**src/rtl/pipe_stage_reg.sv**
```systemverilog
// pipe_stage_reg: handshaked inter-stage pipeline register with a 2-entry skid buffer.
// The payload is split into a control field and a data field.
// A bubble or a flush forces the control field to CTRL_RST and leaves the data field unchanged.
// Optional feature: define PIPE_STAGE_REG_PERF_EN to add the stall_cnt and flush_cnt counters.
module pipe_stage_reg #(
  parameter int unsigned         CTRL_W   = 16,
  parameter int unsigned         DATA_W   = 128,
  parameter logic [CTRL_W-1:0]   CTRL_RST = '0
) (
  input  logic              clk,
  input  logic              rst,
  input  logic              in_valid,
  output logic              in_ready,
  input  logic [CTRL_W-1:0] in_ctrl,
  input  logic [DATA_W-1:0] in_data,
  input  logic              flush,
  output logic              out_valid,
  input  logic              out_ready,
  output logic [CTRL_W-1:0] out_ctrl,
  output logic [DATA_W-1:0] out_data,
  output logic [1:0]        occ
`ifdef PIPE_STAGE_REG_PERF_EN
  ,
  output logic [31:0]       stall_cnt,
  output logic [31:0]       flush_cnt
`endif
);

  // State encoding is {skid_valid, main_valid}
  typedef enum logic [1:0] {
    EMPTY = 2'b00,
    BUSY  = 2'b01,
    FULL  = 2'b11
  } state_t;

  state_t            state_q, state_d;
  logic [CTRL_W-1:0] main_ctrl_q, main_ctrl_d;
  logic [DATA_W-1:0] main_data_q, main_data_d;
  logic [CTRL_W-1:0] skid_ctrl_q, skid_ctrl_d;
  logic [DATA_W-1:0] skid_data_q, skid_data_d;
  logic              in_ready_q, in_ready_d;
  logic [1:0]        occ_q, occ_d;
  logic              acc, drn;

  assign acc = in_valid & in_ready_q;
  assign drn = state_q[0] & out_ready;

  // Next-state and next-entry computation; flush overrides every transition
  always_comb begin
    state_d     = state_q;
    main_ctrl_d = main_ctrl_q;
    main_data_d = main_data_q;
    skid_ctrl_d = skid_ctrl_q;
    skid_data_d = skid_data_q;
    unique case (state_q)
      EMPTY: begin
        if (acc) begin
          state_d     = BUSY;
          main_ctrl_d = in_ctrl;
          main_data_d = in_data;
        end
      end
      BUSY: begin
        if (acc && drn) begin
          main_ctrl_d = in_ctrl;
          main_data_d = in_data;
        end else if (acc) begin
          state_d     = FULL;
          skid_ctrl_d = in_ctrl;
          skid_data_d = in_data;
        end else if (drn) begin
          state_d     = EMPTY;
          main_ctrl_d = CTRL_RST;
        end
      end
      FULL: begin
        if (drn) begin
          state_d     = BUSY;
          main_ctrl_d = skid_ctrl_q;
          main_data_d = skid_data_q;
          skid_ctrl_d = CTRL_RST;
        end
      end
      default: begin
        state_d     = EMPTY;
        main_ctrl_d = CTRL_RST;
        skid_ctrl_d = CTRL_RST;
      end
    endcase
    // Data fields keep their old value so that a killed payload is never visible
    if (flush) begin
      state_d     = EMPTY;
      main_ctrl_d = CTRL_RST;
      main_data_d = main_data_q;
      skid_ctrl_d = CTRL_RST;
      skid_data_d = skid_data_q;
    end
    in_ready_d = ~state_d[1];
    occ_d      = 2'(state_d[1]) + 2'(state_d[0]);
  end

  // State and entry registers
  always_ff @(posedge clk or posedge rst) begin
    if (rst) begin
      state_q     <= EMPTY;
      main_ctrl_q <= CTRL_RST;
      main_data_q <= '0;
      skid_ctrl_q <= CTRL_RST;
      skid_data_q <= '0;
      in_ready_q  <= 1'b1;
      occ_q       <= 2'd0;
    end else begin
      state_q     <= state_d;
      main_ctrl_q <= main_ctrl_d;
      main_data_q <= main_data_d;
      skid_ctrl_q <= skid_ctrl_d;
      skid_data_q <= skid_data_d;
      in_ready_q  <= in_ready_d;
      occ_q       <= occ_d;
    end
  end

  assign in_ready  = in_ready_q;
  assign out_valid = state_q[0];
  assign out_ctrl  = main_ctrl_q;
  assign out_data  = main_data_q;
  assign occ       = occ_q;

`ifdef PIPE_STAGE_REG_PERF_EN
  logic [31:0] stall_cnt_q, flush_cnt_q;

  // Count stalled cycles and flushes that actually kill entries; both counters wrap
  always_ff @(posedge clk or posedge rst) begin
    if (rst) begin
      stall_cnt_q <= 32'd0;
      flush_cnt_q <= 32'd0;
    end else begin
      if (state_q[0] && !out_ready) stall_cnt_q <= stall_cnt_q + 32'd1;
      if (flush && (occ_q != 2'd0)) flush_cnt_q <= flush_cnt_q + 32'd1;
    end
  end

  assign stall_cnt = stall_cnt_q;
  assign flush_cnt = flush_cnt_q;
`endif

endmodule

```
**config.mk**
```make
export PLATFORM = sky130hd
export DESIGN_NAME = pipe_stage_reg
export DESIGN_NICKNAME = d
export VERILOG_FILES = /design/src/rtl/pipe_stage_reg.sv
export SDC_FILE = /design/constraint.sdc
export NUM_CORES = 1
export LEC_CHECK = 0
export CAP_MARGIN = 30
export CORE_ASPECT_RATIO = 0.75
export CORE_MARGIN = 2
export CORE_UTILIZATION = 45
export DETAILED_ROUTE_END_ITERATION = 10
export PLACE_DENSITY = 0.87
export SETUP_SLACK_MARGIN = 0.1
export SYNTH_ARGS = -nofsm -noshare
export SYNTH_HDL_FRONTEND = slang
export SYNTH_SLANG_ARGS = --single-unit
export TNS_END_PERCENT = 50
```
**constraint.sdc**
```tcl
create_clock -name clk -period 10 [get_ports clk]
set_clock_uncertainty 0.15 [all_clocks]
set_input_delay 2.5 -clock clk [delete_from_list [all_inputs] [get_ports clk]]
set_output_delay 2.5 -clock clk [all_outputs]
set_load 0.1 [all_outputs]
```
==> out/metrics.cfg <==
[run_status]
status = complete, no violations

[sta]
setup_violations = 0
final.setup.tns_ps = 0
finalCritPeriodShare_pct = 50.75
period_needed_ps = 5075
hold_viol = 0
fmax_mhz = 197.0
slew_headroom_pct = 27.93
tightest_slew_ps = 1081
rsz0062_at_grt = false
final_max_slew_viol_count = 0

[critical_path]
cp_slowest_cell = buf_4
setup.worst_path.end_class = flip-flop
critPathRequiredTime_ps = 10280
slowest_delay_ps = 820
startpoint_type = input port
crit_type = input port to flip-flop
crit_family = buffers and inverters
crit_buf_inv = 2
cp_max_fo = 66
path_cells = clkdlybuf4s50_1 > nor2_1 > nand2_4 > buf_4 > mux2_2
worst-endpoint-arrival_ps = 5350

[yosys]
yosys_warnings = 0
ys_ff_latch = 293
ys_types = 29
synth_area_sq_um = 12250
syn_nets = 1289
syn_inst = 1139
synth.yosys.seq_area_share_pct = 59.84
synth_area_per_cell_sq_um = 10.76

[finish]
fill_cells = 2115
layout-drive-gt1-share_pct = 14.00
mostFrequentLayoutCell = clkdlybuf4s50_1
final_cell_mix = clkdlybuf4s50_1, dfrtp_1, nand2_1, nor2_1
area_delta_synth_final_pct = 34.41
final_nets = 1548
register_area_sq_um = 7333
multi_input_area_sq_um = 4464

[drt]
viasPerCell = 5.377
dr.pass1.iters = 5
num_vias = 9533
drc = 0
drt-total-wl_um = 32530
ant_nets = 0
wl_per_cell_um = 18.35
drtIter0Drc = 499

[die]
die_height_um = 146.9
pin_count = 297
dieArea_sq_um = 28580
core_sq_um = 26870
die_w_um = 194.6
start_util_pct = 45.60
rows = 52

[global_routing]
grt_max_degree = 257
grt.overflow.total = 0
grt_antenna_before_repair = 2
first_global_vias = 9569
grt_usage_pct = 22.19
grt_pass1_wl_um = 51340

[clock_tree]
htreeDepth = 1
cts_resized = 0
cts_made_buffers = 30
cts-root-buf = clkbuf_16
cts.sinks = 293
cts_setup_buffers = 0
insertion_delay_ps = 550
clk_pin_slew_ps = 60
postCtsHoldBufs = 0
cts_tree = built
cts_max_path_buffers = 3

[min_path]
hold_class = flip-flop to flip-flop

[power_and_ir_drop]
irDropWorstVdd_mv = 0.1523
pwr_density_cell_nw_per_um2 = 245.1
leakage_uw = 0.007126
p_total_uw = 4036

[placed_design]
place_congestion = 0.7962
dp.final_hpwl_um = 20350
port-buffer-count = 296

[run]
cap_violations = 0

## logic make-up (layout without fill, tap and decap cells)
group / Yosys count / in the layout / synth area share, %
multiplexers: 144 / 144 / 13.07
buffers and inverters: 102 / 384 / 3.870
adder cells (fa/ha/maj): 1 / 1 / 0.1021
AO/OA/AOI/OAI: 183 / 183 / 9.853
AND/OR/NAND/NOR: 416 / 416 / 13.26
other: 0 / 1 / 0
flip-flops: 293 / 293 / 59.84
## synth_stat cells
| cell | n | area share [%] |
|---|---|---|
| nor2_4 | 1 | 0.092 |
| mux2_2 | 128 | 12 |
| inv_1 | 19 | 0.58 |
| dfrtp_1 | 292 | 60 |
| buf_4 | 9 | 0.55 |
| nor3b_2 | 1 | 0.10 |
| clkbuf_1 | 28 | 0.86 |
| and2_1 | 2 | 0.10 |
| a22o_1 | 16 | 1.1 |
| nor4b_4 | 1 | 0.19 |
| a31oi_1 | 128 | 6.5 |
| clkbuf_2 | 1 | 0.041 |
| a21oi_2 | 1 | 0.071 |
| o21ai_0 | 1 | 0.041 |
| nor2_1 | 129 | 4.0 |
| or2_2 | 2 | 0.10 |
| nand2_1 | 275 | 8.4 |
| o2bb2ai_1 | 16 | 1.1 |
| and4b_1 | 1 | 0.082 |
| a32oi_1 | 1 | 0.071 |
| o21ai_2 | 1 | 0.071 |
| nand3b_1 | 1 | 0.061 |
| mux2i_1 | 16 | 1.3 |
| a21oi_1 | 19 | 0.78 |
| buf_2 | 45 | 1.8 |
| nand2b_1 | 2 | 0.10 |
| nor2b_1 | 1 | 0.051 |
| ha_1 | 1 | 0.10 |
| dfstp_2 | 1 | 0.21 |
## final timing paths
kind	endpoint	depth (start not counted)	startpoint	slack (ps)
setup / recovery	skid_data_q[103]	5	flush	4920
hold / removal	out_ctrl[14]	1	out_ctrl[14]	340
setup reg to reg	skid_data_q[103]	4	state_q[1]	6820
hold reg to reg	out_ctrl[14]	1	out_ctrl[14]	340
max in group asynchronous	out_data[99]	4	rst	5860
min in group asynchronous	out_data[73]	3	rst	2440
## power breakdown
| part | switching, uW | leakage (uW) | internal [uW] |
|---|---|---|---|
| clock network | 466 | 0.000468 | 639 |
| logic | 971 | 0.00318 | 399 |
| registers | 135 | 0.00348 | 1430 |
| total | 1570 | 0.00713 | 2460 |
## flip-flops by register name, indices dropped and copies added, names as in the netlist
signal and count:
in_ready 1, occ 2, out_ctrl 16, out_data 128, skid_ctrl_q 16, skid_data_q 128
state_q 2
## layout make-up
class	instances	share of cell area (%)
Antenna cell	1	0.01519
Multi-Input combinational cell	744	27.10
Clock inverter	8	0.4634
Sequential cell	293	44.52
Timing Repair Buffer	310	19.33
Inverter	19	0.4558
Clock buffer	47	5.439
Tap cell	351	2.666
## per-stage QoR
step / worst slack [ps] / cell area (sq um) / utilization (%) / cells / hold WS (ps)
after floorplan: 3462 / 12260 / - / 1139 / 329.2
after global placement: 4419 / 15360 / 57.16 / 1711 / 323.4
after detailed placement: 4392 / 15440 / 57.46 / 1715 / 324.6
after CTS: 4931 / 16410 / 61.08 / 1770 / 341.8
after global routing: 4814 / 16470 / 61.29 / 1772 / 357.4
final: 4925 / 16470 / 61.30 / 1773 / 338.1
## layer usage
metal / vias up / global-route usage (%) / share of wire [%]
met5: - / 0 / 0.043
met4: 2 / 5.538 / 2.3
met3: 55 / 6.267 / 9.0
met2: 331 / 36.33 / 47
met1: 4746 / 29.37 / 41
li1: 4399 / - / -
No activity file was read; power rests on OpenSTA's default activity.
